===== src/rtl/dmem_lane_arbiter.sv =====
// Two-port round-robin front end for four byte-lane data BRAMs: steers (possibly misaligned)
// byte/half/word accesses across lanes in one cycle and returns extended load data.
module dmem_lane_arbiter #(
    parameter int unsigned ADDR_WIDTH = 8
) (
    input  logic                        CLK,
    input  logic                        RST_N,
    input  logic                        P0_REQ_VALID,
    output logic                        P0_REQ_READY,
    input  logic                        P0_REQ_WE,
    input  logic [1:0]                  P0_REQ_SIZE,
    input  logic                        P0_REQ_UNSIGNED,
    input  logic [ADDR_WIDTH-1:0]       P0_REQ_ADDR,
    input  logic [31:0]                 P0_REQ_WDATA,
    output logic                        P0_RSP_VALID,
    input  logic                        P1_REQ_VALID,
    output logic                        P1_REQ_READY,
    input  logic                        P1_REQ_WE,
    input  logic [1:0]                  P1_REQ_SIZE,
    input  logic                        P1_REQ_UNSIGNED,
    input  logic [ADDR_WIDTH-1:0]       P1_REQ_ADDR,
    input  logic [31:0]                 P1_REQ_WDATA,
    output logic                        P1_RSP_VALID,
    output logic [31:0]                 RSP_RDATA,
    output logic [4*(ADDR_WIDTH-2)-1:0] LANE_W_ADDR,
    output logic [4*(ADDR_WIDTH-2)-1:0] LANE_R_ADDR,
    output logic [3:0]                  LANE_WE,
    output logic [3:0]                  LANE_RE,
    output logic [31:0]                 LANE_DIN,
    input  logic [31:0]                 LANE_DOUT
);

    localparam int unsigned WordW = ADDR_WIDTH - 2;

    logic       last_q, last_d;
    logic       rsp_pend_q, rsp_pend_d;
    logic       rsp_port_q, rsp_port_d;
    logic [1:0] rsp_size_q, rsp_size_d;
    logic       rsp_uns_q, rsp_uns_d;
    logic [1:0] rsp_a_q, rsp_a_d;

    logic                  grant0, grant1, accept, sel;
    logic                  req_we, req_uns;
    logic [1:0]            req_size;
    logic [ADDR_WIDTH-1:0] req_addr;
    logic [31:0]           req_wdata;
    logic [2:0]            req_nbytes;

    // last_q holds the most recent winner; on a tie the other port wins
    always_comb begin
        grant0       = P0_REQ_VALID & (~P1_REQ_VALID | last_q);
        grant1       = P1_REQ_VALID & (~P0_REQ_VALID | ~last_q);
        P0_REQ_READY = grant0 & RST_N;
        P1_REQ_READY = grant1 & RST_N;
        accept       = P0_REQ_READY | P1_REQ_READY;
        sel          = P1_REQ_READY;
        if (sel) begin
            req_we    = P1_REQ_WE;
            req_uns   = P1_REQ_UNSIGNED;
            req_size  = P1_REQ_SIZE;
            req_addr  = P1_REQ_ADDR;
            req_wdata = P1_REQ_WDATA;
        end else begin
            req_we    = P0_REQ_WE;
            req_uns   = P0_REQ_UNSIGNED;
            req_size  = P0_REQ_SIZE;
            req_addr  = P0_REQ_ADDR;
            req_wdata = P0_REQ_WDATA;
        end
        case (req_size)
            2'b00:   req_nbytes = 3'd1;
            2'b01:   req_nbytes = 3'd2;
            default: req_nbytes = 3'd4;
        endcase
    end

    logic [1:0]       lane_k    [4];
    logic [3:0]       lane_hit;
    logic [WordW-1:0] lane_word [4];

    // lane_k is the request byte landing on this lane; lanes below A[1:0] belong to the next word
    always_comb begin
        LANE_W_ADDR = '0;
        LANE_R_ADDR = '0;
        LANE_WE     = '0;
        LANE_RE     = '0;
        LANE_DIN    = '0;
        lane_hit    = '0;
        for (int l = 0; l < 4; l++) begin
            lane_k[l]    = 2'(l) - req_addr[1:0];
            lane_hit[l]  = {1'b0, lane_k[l]} < req_nbytes;
            lane_word[l] = req_addr[ADDR_WIDTH-1:2];
            if (lane_hit[l] && (2'(l) < req_addr[1:0])) begin
                lane_word[l] = lane_word[l] + WordW'(1);
            end
            LANE_W_ADDR[l*WordW +: WordW] = lane_word[l];
            LANE_R_ADDR[l*WordW +: WordW] = lane_word[l];
            LANE_WE[l] = accept & req_we & lane_hit[l];
            LANE_RE[l] = accept & ~req_we & lane_hit[l];
            LANE_DIN[l*8 +: 8] = lane_hit[l] ? req_wdata[{lane_k[l], 3'b000} +: 8] : 8'h00;
        end
    end

    always_comb begin
        last_d     = accept ? sel : last_q;
        rsp_pend_d = accept & ~req_we;
        rsp_port_d = rsp_port_q;
        rsp_size_d = rsp_size_q;
        rsp_uns_d  = rsp_uns_q;
        rsp_a_d    = rsp_a_q;
        if (accept && !req_we) begin
            rsp_port_d = sel;
            rsp_size_d = (req_size == 2'b11) ? 2'b10 : req_size;
            rsp_uns_d  = req_uns;
            rsp_a_d    = req_addr[1:0];
        end
    end

    always_ff @(posedge CLK or negedge RST_N) begin
        if (!RST_N) begin
            last_q     <= 1'b1;
            rsp_pend_q <= 1'b0;
            rsp_port_q <= 1'b0;
            rsp_size_q <= 2'b00;
            rsp_uns_q  <= 1'b0;
            rsp_a_q    <= 2'b00;
        end else begin
            last_q     <= last_d;
            rsp_pend_q <= rsp_pend_d;
            rsp_port_q <= rsp_port_d;
            rsp_size_q <= rsp_size_d;
            rsp_uns_q  <= rsp_uns_d;
            rsp_a_q    <= rsp_a_d;
        end
    end

    logic [7:0]  rd_byte [4];
    logic [31:0] rd_ext;

    always_comb begin
        for (int k = 0; k < 4; k++) begin
            rd_byte[k] = LANE_DOUT[{rsp_a_q + 2'(k), 3'b000} +: 8];
        end
        case (rsp_size_q)
            2'b00:   rd_ext = {{24{~rsp_uns_q & rd_byte[0][7]}}, rd_byte[0]};
            2'b01:   rd_ext = {{16{~rsp_uns_q & rd_byte[1][7]}}, rd_byte[1], rd_byte[0]};
            default: rd_ext = {rd_byte[3], rd_byte[2], rd_byte[1], rd_byte[0]};
        endcase
        RSP_RDATA    = rsp_pend_q ? rd_ext : 32'h0;
        P0_RSP_VALID = rsp_pend_q & ~rsp_port_q;
        P1_RSP_VALID = rsp_pend_q & rsp_port_q;
    end

endmodule


===== config.mk =====
export PLATFORM = sky130hd
export DESIGN_NAME = dmem_lane_arbiter
export DESIGN_NICKNAME = d
export VERILOG_FILES = /design/src/rtl/dmem_lane_arbiter.sv
export SDC_FILE = /design/constraint.sdc
export NUM_CORES = 1
export LEC_CHECK = 0
export CAP_MARGIN = 30
export CORE_MARGIN = 4
export CORE_UTILIZATION = 37
export DETAILED_ROUTE_END_ITERATION = 6
export GPL_TIMING_DRIVEN = 0
export PLACE_DENSITY = 0.83
export SETUP_SLACK_MARGIN = 0.05
export SLEW_MARGIN = 20
export SYNTH_ARGS = -nofsm -noshare
export SYNTH_HDL_FRONTEND = slang
export SYNTH_SLANG_ARGS = --single-unit

===== constraint.sdc =====
create_clock -name CLK -period 5.3 [get_ports CLK]
set_clock_uncertainty 0.05 [all_clocks]
set_input_delay 1.06 -clock CLK [delete_from_list [all_inputs] [get_ports CLK]]
set_output_delay 1.06 -clock CLK [all_outputs]
set_load 0.01 [all_outputs]

==> results.ini <==
[min_path]
min_from=rsp_port_q
min_path_type=register to register
holdPathStages=2
hold_end=rsp_port_q

[synth]
async_reset_ff_share_pct=100
synth_edf_count=0
synth_area_sq_um=3710
ys_ff_latch=8
syn_nets=656
ys.flop_type=dfrtp_1
syn_area_per_cell_sq_um=7.02
synth-seq-area-share_pct=5.43
synth_cell_types=43
ys_warn_count=0
syn_inst=528

[timing]
setup_tns_ns=0
min_period_over_period_pct=97.0
finalSetupViolCount=0
hold_viol_final=0
tightest_slew_ns=0.826
grt_setup_unrepaired=false
slew_headroom_pct=45.0
slew_violations=0
finalCriticalPeriod_ns=5.14
fmax_mhz=195

[grt]
grt_max_degree=20
antenna_found_initial=0
grt_pass1_vias=5215
grt_pass1_wl_um=26700
overflow=0
grt.total_usage_pct=28.4

[clock_network]
clk_pin_slew_worst_paths_ns=0.04
ctsHoldBuffers=0
cts_tree=built
cts_root_buf=clkbuf_8
clk_latency_ns=0.23
cts_buffer_depth=2
numCtsBuffers=3
h-tree-depth=1
clock-sinks=8

[critical_path]
cp_data_required_time_ns=4.19
critPathLaunchType=primary input
crit_fanout=11
r2r-start=last_q
r2r_end=rsp_uns_q
end_kind=primary output
critPathKind=primary input to primary output
ff2ff_setup_slack_ns=3.12
cp.arrival_ns=4.03
rr_worst_depth=6

[drt]
routed_via_density=5.50
drtAntennaViolNets=0
drt_first_pass_iters=5
avgRoutedWirePerCell_um=19.2
first_iter_violations=234
drc_errors=0
totalWireLength_um=17500
vias=5031

[die]
dieWidth_um=108
core_sq_um=9770
die_h_um=108
num_rows=36
io_pins=248
start_util_pct=37.9
die_area_sq_um=11700

[final_layout]
fin_nets=911
fillers=866
area_delta_synth_final_pct=74.5
fin_area_sq_um=6470
antenna_cells=0
drive_above_1_share_pct=11.8
multi_input_area_sq_um=3160
fin_util_pct=66.2
regArea_sq_um=201

[power]
peakVddDrop_mv=0.0846
power_density_nw_per_um2=185
p_leak_nw=2.64

[status]
status=completed

[placed_design]
gp_congestion=0.956
dpl.hpwl_um=14300
placed_cell_area_sq_um=6340
port_buffers=246

[flow_run]
drv_cap=0

==> worst max-delay path, cell delays in order <==
cell	delay, ns
dlygate4sd2_1	0.31
nand2_4	0.12
nand3_4	0.21
mux2i_4	0.30
inv_2	0.13
buf_6	0.18
ha_1	0.22
nand2b_1	0.18
o211a_1	0.13
clkbuf_1	0.28
a21oi_1	0.31
clkdlybuf4s50_1	0.59
==> metrics by stage <==
step	instances	worst slack (ns)	total power, mW	hold slack (ns)
2_1_floorplan	528	0.768	0.626	0.414
3_3_place_gp	907	-1.09	1.08	0.454
3_5_place_dp	907	-1.20	1.09	0.468
4_1_cts	915	0.154	1.19	0.479
5_1_grt	915	0.0659	1.27	0.511
6_report	915	0.162	1.20	0.470
==> what timing repair did <==
action / in CTS / in global routing
endpoints found under the setup margin: 71 / 10
buffers inserted: 6 / 0
cloned: 1 / 0
pin swaps: 1 / 0
gates resized for setup: 20 / 5
==> worst max path at each step <==
stage / start / to / slack [ns] / cells after the start
finish: P0_REQ_VALID / LANE_DIN[9] / 0.16 / 12
CTS: RST_N / LANE_W_ADDR[7] / 0.15 / 12
global route: P0_REQ_VALID / LANE_W_ADDR[4] / 0.07 / 12
detailed placement: RST_N / LANE_W_ADDR[17] / -1.20 / 12
global placement: RST_N / LANE_W_ADDR[17] / -1.09 / 12
floorplan: P0_REQ_VALID / LANE_W_ADDR[16] / 0.77 / 11
==> cells in the final DEF, fill, tap and decap left out, drive strengths merged <==
| master | instances |
|---|---|
| clkdlybuf4s50 | 243 |
| mux2i | 88 |
| nand2 | 68 |
| a21oi | 67 |
| buf | 52 |
| nor2b | 35 |
| a211oi | 33 |
| nor2 | 28 |
| nand3 | 26 |
| clkbuf | 21 |
| mux2 | 18 |
| nand2b | 17 |
| xnor2 | 16 |
| o21ai | 12 |
| inv | 12 |
| a21boi | 9 |
| and3 | 8 |
| dfrtp | 7 |
| mux4 | 4 |
| ha | 4 |
| a31oi | 2 |
| and2 | 2 |
| nand4 | 1 |
| o211ai | 1 |
| a21o | 1 |
| or2 | 1 |
| o211a | 1 |
| nor3 | 1 |
| o22ai | 1 |
| o32ai | 1 |
| dlygate4sd2 | 1 |
| dfstp | 1 |
==> area by class of cell <==
type                    instances  share of cell area [%]
clock buffers                   4                   0.696
plain buffers                  61                    5.43
well taps                     133                    2.57
multi-input cells             445                    48.8
inverters                      12                   0.774
repair buffers                252                    38.6
flip-flops and latches          8                    3.11
==> cells by family (layout without fill, tap and decap cells) <==
family	count (synthesis)	count (layout)	share of synthesized area, %
fa+ha+maj	4	4	1.35
mux	110	110	32.4
buf+inv	76	329	10.7
xor+xnor	16	16	4.28
simple gates	186	187	24.6
flops	8	8	5.43
compound gates	128	128	21.3
==> registers in the layout, summed over array words and instances, names as in the netlist <==
register / cells
rsp_uns_q: 1
last_q: 1
rsp_pend_q: 1
rsp_size_q: 2
rsp_port_q: 1
rsp_a_q: 2
==> routing by layer <==
metal / part of all wire [%] / track usage, % / vias to the layer above
met5: 0 / 0 / -
met4: 2.9 / 10.4 / 0
met2: 50 / 51.9 / 281
met3: 8.7 / 5.85 / 39
li1: - / - / 2369
met1: 39 / 32.5 / 2342
==> synthesized netlist by cell type (2+ instances only) <==
master    number  share of area [%]
a211oi_1      32                6.5
buf_4         24                4.9
dfrtp_1        7                4.7
nor2_1        28                2.8
and2_1         2               0.34
inv_1         10                1.0
nand3_1       24                3.2
o21ai_0       11                1.5
nand2_1       67                6.8
xnor2_1       15                3.5
nand2b_1      17                2.9
buf_1         10                1.0
mux2i_1       85                 23
ha_1           4                1.3
buf_2         15                2.0
and3_1         8                1.3
mux2i_4        2                1.2
nor2b_1       35                5.9
a21oi_1       66                8.9
a21boi_0       9                1.8
a31oi_1        2               0.34
clkbuf_1      15                1.5
mux2_2        17                5.2
mux4_2         4                2.4
==> power by group <==
part	switching (mW)	internal (mW)	leakage (nW)
Sequential	0.00991	0.0746	0.0990
Combinational	0.497	0.537	2.51
Clock	0.0255	0.0523	0.0228
(Power assumes the default switching activity.)
